## src/rtl/axi_resp_router.sv

```systemverilog
`default_nettype none
// ============================================================================
// axi_resp_router
// Steers slave responses back to the granting master using an in-order
// tracking FIFO of encoded master indices (one entry per address handshake).
// Revision: 1.0
// ============================================================================
module axi_resp_router #(
  parameter int MST_NB = 3,
  parameter int DEPTH  = 4,
  parameter int DATA_W = 8
) (
  input  logic                       aclk,
  input  logic                       srst,
  input  logic [MST_NB-1:0]          req_grant,
  input  logic                       req_hs,
  output logic                       req_ready,
  input  logic                       s_resp_valid,
  output logic                       s_resp_ready,
  input  logic [DATA_W-1:0]          s_resp_data,
  input  logic                       s_resp_last,
  output logic [MST_NB-1:0]          m_resp_valid,
  input  logic [MST_NB-1:0]          m_resp_ready,
  output logic [DATA_W-1:0]          m_resp_data,
  output logic                       m_resp_last,
  output logic [$clog2(DEPTH+1)-1:0] outstanding,
  output logic                       err
);

  localparam int IDX_W = $clog2(MST_NB);
  localparam int PTR_W = $clog2(DEPTH);
  localparam int CNT_W = $clog2(DEPTH+1);

  logic [IDX_W-1:0] fifo_q [DEPTH];
  logic [IDX_W-1:0] fifo_d [DEPTH];
  logic [PTR_W-1:0] wr_ptr_q, wr_ptr_d;
  logic [PTR_W-1:0] rd_ptr_q, rd_ptr_d;
  logic [CNT_W-1:0] count_q, count_d;
  logic             err_q, err_d;

  logic             grant_onehot;
  logic [IDX_W-1:0] grant_idx;
  logic [IDX_W-1:0] head;
  logic             not_empty;
  logic             push;
  logic             pop;

  assign grant_onehot = (req_grant != '0) &&
                        ((req_grant & (req_grant - MST_NB'(1))) == '0);

  always_comb begin
    grant_idx = '0;
    for (int i = 0; i < MST_NB; i++) begin
      if (req_grant[i]) grant_idx = IDX_W'(i);
    end
  end

  assign req_ready = (count_q != CNT_W'(DEPTH));
  assign not_empty = (count_q != '0);
  assign head      = fifo_q[rd_ptr_q];

  // Routing depends only on registered FIFO state, never on req_*.
  always_comb begin
    m_resp_valid = '0;
    s_resp_ready = 1'b0;
    for (int i = 0; i < MST_NB; i++) begin
      if (not_empty && (head == IDX_W'(i))) begin
        m_resp_valid[i] = s_resp_valid;
        s_resp_ready    = m_resp_ready[i];
      end
    end
  end

  assign m_resp_data = s_resp_data;
  assign m_resp_last = s_resp_last;

  assign push = req_hs && req_ready && grant_onehot;
  assign pop  = s_resp_valid && s_resp_ready && s_resp_last;

  always_comb begin
    fifo_d   = fifo_q;
    wr_ptr_d = wr_ptr_q;
    rd_ptr_d = rd_ptr_q;
    count_d  = count_q;
    err_d    = err_q || (req_hs && (!req_ready || !grant_onehot));
    if (push) begin
      fifo_d[wr_ptr_q] = grant_idx;
      wr_ptr_d = (wr_ptr_q == PTR_W'(DEPTH-1)) ? '0 : wr_ptr_q + PTR_W'(1);
    end
    if (pop) begin
      rd_ptr_d = (rd_ptr_q == PTR_W'(DEPTH-1)) ? '0 : rd_ptr_q + PTR_W'(1);
    end
    if (push && !pop)      count_d = count_q + CNT_W'(1);
    else if (pop && !push) count_d = count_q - CNT_W'(1);
  end

  always_ff @(posedge aclk) begin
    if (srst) begin
      for (int i = 0; i < DEPTH; i++) fifo_q[i] <= '0;
      wr_ptr_q <= '0;
      rd_ptr_q <= '0;
      count_q  <= '0;
      err_q    <= 1'b0;
    end else begin
      fifo_q   <= fifo_d;
      wr_ptr_q <= wr_ptr_d;
      rd_ptr_q <= rd_ptr_d;
      count_q  <= count_d;
      err_q    <= err_d;
    end
  end

  assign outstanding = count_q;
  assign err         = err_q;

endmodule
`default_nettype wire

```

## config.mk

```make
export PLATFORM = sky130hd
export DESIGN_NAME = axi_resp_router
export DESIGN_NICKNAME = d
export VERILOG_FILES = /design/src/rtl/axi_resp_router.sv
export SDC_FILE = /design/constraint.sdc
export NUM_CORES = 1
export LEC_CHECK = 0
export CAP_MARGIN = 0
export CORE_MARGIN = 8
export CORE_UTILIZATION = 35
export DETAILED_ROUTE_END_ITERATION = 10
export GPL_TIMING_DRIVEN = 0
export HOLD_SLACK_MARGIN = 0.03
export PLACE_DENSITY = 0.74
export SLEW_MARGIN = 5
export SYNTH_ARGS = -nofsm -noshare
export SYNTH_HDL_FRONTEND = slang
export SYNTH_SLANG_ARGS = --single-unit
```

## constraint.sdc

```tcl
create_clock -name aclk -period 2.7 [get_ports aclk]
set_clock_uncertainty 0.1 [all_clocks]
set_input_delay 0.405 -clock aclk [delete_from_list [all_inputs] [get_ports aclk]]
set_output_delay 0.405 -clock aclk [all_outputs]
set_load 0.1 [all_outputs]
```

# After elaboration in Yosys (flattened, before gate mapping)
# Index checks and enable logic that the tools add are counted.
# word_totals
reg_bits	16
input_bits	19
output_inout_bits	18
word_cells	65
# classes
addsub	5
order_cmp	3
n_eq_ne	5
muxes	18
bitwise_logic	3
reduce_logical	23
# ops
op	count
$logic_and 1x1->1	12
$mux 2	6
$bwmux 8	1
$mux 1	7
$eq 2x2->1 const B	3
$ge 3x3->1 const B	2
$mux 3	2
$not 2->3	2
$reduce_bool 3->1	2
$sub 3x1->3 const B	2
$add 2x1->2 const B	2
$bmux 2 s2	1
$demux 2 s2	1
$logic_not 1->1	4
$add 3x1->3 const B	1
$and 3x3->3	1
$logic_not 3->1	1
$lt 3x1->1 const B	1
$ne 3x3->1 const B	1
$eq 2x1->1 const B	1
$logic_not 2->1	1
$logic_or 1x1->1	2
$reduce_bool 2->1	1

# Logic depth before layout (Yosys ltp)
# depth
word_depth	14
ltp_mapped	10
depth_no_buf	10

# Worst setup path after synthesis
# OpenSTA, ideal clock, no wires.
# synth_timing
path_kind	register to output
start	reg count_q[0], in the netlist outstanding[0]
end	out m_resp_valid[1]
arrival_time_ns	3.635
t_required_ns	2.195
path_slack_ns	-1.440
stages_incl_launch_ff	4
path_buffers	0
cell_sequence	dfxtp_1 -> nor3_1 -> nand2b_1 -> nor3b_1
# synth_via
elab_chain_len	3
# synth_lines
element	line	rtl
start: declaration	38	logic [CNT_W-1:0] count_q, count_d;
start signal: assignment	108	count_q <= count_d;
$reduce_bool 3->1	59	assign not_empty = (count_q != '0);
$logic_and 1x1->1	67	if (not_empty && (head == IDX_W'(i))) begin
$mux 1	67	
end: declaration	22	output logic [MST_NB-1:0] m_resp_valid,
# Every way passes these cells.

# Final worst setup path
# layout_timing
start	reg rd_ptr_q[0]
end	reg count_q[2], in the netlist outstanding[2]
# layout_via
elab_chain_len	14
word_cells_on_any_way	20
cone_classes	eq/ne: 2; mux: 7; bitwise: 1; reduce/logical: 10
# layout_lines
element	line	rtl
start: declaration	37	logic [PTR_W-1:0] rd_ptr_q, rd_ptr_d;
start signal: assignment	107	rd_ptr_q <= rd_ptr_d;
$not 2->3 (implied by the code) *	60	assign head = fifo_q[rd_ptr_q];
$bmux 2 s2 *	60	
$mux 2 (implied by the code) * (2 in a row)	60	
$logic_not 2->1	67	
$logic_and 1x1->1	67	
$mux 1 (2 in a row)	67	
$mux 1 *	67	
$logic_and 1x1->1 * (2 in a row)	78	assign pop = s_resp_valid && s_resp_ready && s_resp_last;
$logic_not 1->1	93	if (push && !pop) count_d = count_q + CNT_W'(1);
$logic_and 1x1->1	93	
$mux 3 / $reduce_bool 2->1 (equally long branches)	--	
# Every way passes the cells marked *; elsewhere a longest branch is shown, timed or not. The select of a mux whose other input is x is not followed.
# A chain may end at the register's enable or synchronous reset.

==> summary.txt <==
Final layout
  • Most common library cell in the layout ignoring fill and taps: clkdlybuf4s50_1
  • Commonest cells after routing, fill and taps aside: clkdlybuf4s50_1, nand2b_1, mux2i_1, dfxtp_1, buf_4
  • Nets@finish: 163
  • Number of diodes: 0
  • Final Instance Area: 1400 um^2
  • Share of final-layout standard cells stronger than drive strength 1: 27.94%
  • Area added between synthesis and finish: 38.83%
  • Final design utilization: 50.77%

Routing
  • Total Routed Length: 2334 um
  • Final antenna-violating net count: 0
  • Vias per std cell: 4.982
  • Via Count: 832
  • Number of optimization iterations in the first detailed-route pass: 2
  • Routed wire length per instance: 13.98 um
  • DRC violation count after routing: 0
  • DR iter-0 viols: 31

Place
  • Number of I/O port buffers: 27
  • Post-DP HPWL: 1842 um
  • Placement-stage cell area: 1346 um^2
  • Routability Congestion: 0.8344

Power
  • Comb power frac: 49.9%
  • Maximum ir drop on the vdd rail: 385.0 uV
  • Share of power burned in the clock network: 18.4%
  • Power density over cell area: 643.3 nW/um^2
  • Total leakage power: 0.5861 nW
  • Switching Share: 46.90%
  • Internal power contribution: 0.4783 mW
  • Reg power frac: 31.7%
  • Net switching power of the design: 0.4224 mW

Floorplanning
  • Site Rows: 19
  • Die span in y: 69.68 um
  • Starting Density: 36.57%
  • Standard cell core area: 2758 um^2
  • Area of the die: 4855 um^2
  • I/O pins: 37
  • Floorplan die width: 69.68 um

Clock tree
  • H-Tree Level Count: 1
  • Later-pin clock latency in the skew report: 0.30 ns
  • Number of buffers inserted by hold repair at cts: 0
  • Clock-pin slew on the worst setup and hold paths: 0.10 ns
  • CTS tree: done
  • Clock Sinks: 16
  • Number of CTS-inserted buffers: 3
  • Clock Tree Root: clkbuf_4
  • Largest buffer count on any clock path: 2

STA
  • Post-layout minimum cycle time: 2.608 ns
  • Number of hold violations in the final report: 0
  • Setup repair after global routing missed its margin: true
  • Final setup vio count: 0
  • Transition time at the pin with the least slew margin: 0.9802 ns
  • Part of the cycle the worst path needs: 96.60%
  • Max-slew violations: 0
  • Max-slew headroom: 34.45%
  • Fmax: 383.4 MHz

GRT
  • Largest net degree at the start of global routing: 11
  • Number of antenna violations at the first check in global routing: 0
  • Total routing resource utilization after global routing: 9.504%
  • Wire length of the first global-routing pass: 3946 um
  • Vias in the first global route: 849
  • Remaining global-route overflow: 0

Setup path
  • Crit path kind: flop to flop
  • Worst R2R Path Depth: 10
  • Launch instance of the worst register-to-register path: rd_ptr_q[0]$_SDFFE_PP0P_
  • Data arrival time of the critical path: 2.74 ns
  • Critical path capture point type: flop
  • RR Endpoint: outstanding[2]$_SDFFE_PP0P_
  • Reg2Reg Setup Slack: 0.09 ns
  • Max Fanout on Critical Path: 5
  • Required time at the worst-slack endpoint: 2.83 ns
  • Worst setup SP type: flop

Synthesis
  • Primary flip-flop cell chosen by synthesis mapping: dfxtp_1
  • Area leader, netlist: dfxtp_1
  • Number of storage elements in the synthesis netlist: 16
  • Number of flops mapped to enable cells by yosys: 0
  • Proportion of synthesized chip area in sequential cells: 31.76%
  • Synthesized net count: 129
  • Syn. warnings: 0
  • Synthesized netlist cell count: 103
  • Share of the synthesized area in the top cell type: 31.76%
  • Number of library cell types mapped by synthesis: 31
  • Post-synth design cell area: 1008 um^2
  • Most area-consuming cells after synthesis: dfxtp_1, mux2i_1, ha_1
  • Mean instance size in the synthesized netlist: 9.791 um^2
  • Share of synthesized registers carrying an async set or reset: 0%

Run status
  • Status: finished clean

Worst hold path
  • Endpoint of the worst hold path: fifo_q[0]$_SDFFE_PP0P_
  • Worst min-delay path startpoint: fifo_q[0]$_SDFFE_PP0P_
  • Hold Path Depth: 2
  • Hold crit path type: flop to flop

Flow run
  • Maximum capacitance violations: 0
-- synth_stat cells (all sizes together), types with 3 or more instances --
| library cell | count |
|---|---|
| o21ai | 3 |
| nand2 | 3 |
| dfxtp | 16 |
| inv | 5 |
| ha | 6 |
| mux2i | 13 |
| nor3 | 3 |
| nand2b | 13 |
| xor2 | 3 |
| buf | 10 |
| nor2 | 8 |
-- cell families (layout without fill, tap and decap cells) --
group / count (synthesis) / count (layout) / share of synthesized area, %
xor gates and xnor gates: 3 / 3 / 2.606
AOI/OAI and AO/OA: 9 / 9 / 6.576
muxes: 16 / 16 / 19.60
and+or+nand+nor: 35 / 35 / 20.22
adders and majority gates: 7 / 7 / 9.429
buffers and inverters: 17 / 50 / 9.801
DFF: 16 / 16 / 31.76
-- per-stage QoR --
step	power (mW)	instances	worst slack (ns)	TNS (ns)	hold WS, ns
floorplan	0.6405	103	-0.1226	-0.2294	0.3446
global placement	0.7321	161	-0.3706	-1.323	0.3511
detailed placement	0.7418	161	-0.4049	-1.647	0.3726
CTS	0.9062	167	0.01038	0	0.3939
global route	0.9412	167	-0.03775	-0.05079	0.4008
finish	0.9006	167	0.09187	0	0.3912
-- area by class of cell --
type	count	area, um^2
Buffer	12	80.08
Multi-Input combinational cell	70	616.8
Fill cell	267	1358
Timing Repair Buffer	29	274.0
Inverter	5	18.77
Clock buffer	4	36.28
Tap cell	31	38.79
Sequential cell	16	335.3
-- power groups by stage --
stage	sequential, mW	combinational [mW]	clock [mW]
after floorplan	0.370	0.270	0
after global placement	0.289	0.443	0
after detailed placement	0.291	0.451	0
after CTS	0.286	0.450	0.170
after global routing	0.290	0.475	0.177
final	0.285	0.449	0.166
-- sequential cells by signal (all words and copies together) (netlist names) --
signal and cells:
err 1, wr_ptr_q 2, outstanding 3, rd_ptr_q 2, fifo_q 8
-- how the worst max path moves through the flow --
| stage | from | endpoint | slack (ns) | cells after the start |
|---|---|---|---|---|
| finish | rd_ptr_q[0]$_SDFFE_PP0P_ | outstanding[2]$_SDFFE_PP0P_ | 0.09 | 10 |
| global route | rd_ptr_q[0]$_SDFFE_PP0P_ | outstanding[2]$_SDFFE_PP0P_ | -0.04 | 10 |
| CTS | rd_ptr_q[0]$_SDFFE_PP0P_ | outstanding[2]$_SDFFE_PP0P_ | 0.01 | 10 |
| detailed placement | rd_ptr_q[0]$_SDFFE_PP0P_ | s_resp_ready | -0.40 | 5 |
| global placement | rd_ptr_q[0]$_SDFFE_PP0P_ | s_resp_ready | -0.37 | 5 |
| floorplan | rd_ptr_q[0]$_SDFFE_PP0P_ | m_resp_valid[0] | -0.12 | 2 |
-- critical path, cell delays in order (launching register included) --
cell	delay (ns)
dfxtp_4	0.39
mux4_2	0.58
mux2i_4	0.21
o21ai_2	0.08
inv_1	0.06
ha_2	0.17
inv_1	0.05
fa_2	0.33
xor2_1	0.15
or3_1	0.31
a21oi_1	0.11
-- what timing repair did --
action | CTS | global route
gates cloned | 0 | 0
pin swaps | 1 | 1
gates resized for setup | 21 | 4
setup buffers | 2 | 0
setup endpoints to repair | 6 | 2
-- per-layer routing --
metal  share of wire, %  GRT usage (%)  wire, um  vias up
li1                   -              -         -      407
met1                 42          10.44       972      391
met2                 47          15.57      1106       29
met3                9.3          4.006       217        5
met4                1.6          4.241        37        0
met5                  0              0         0        -
(Power assumes the default switching activity.)
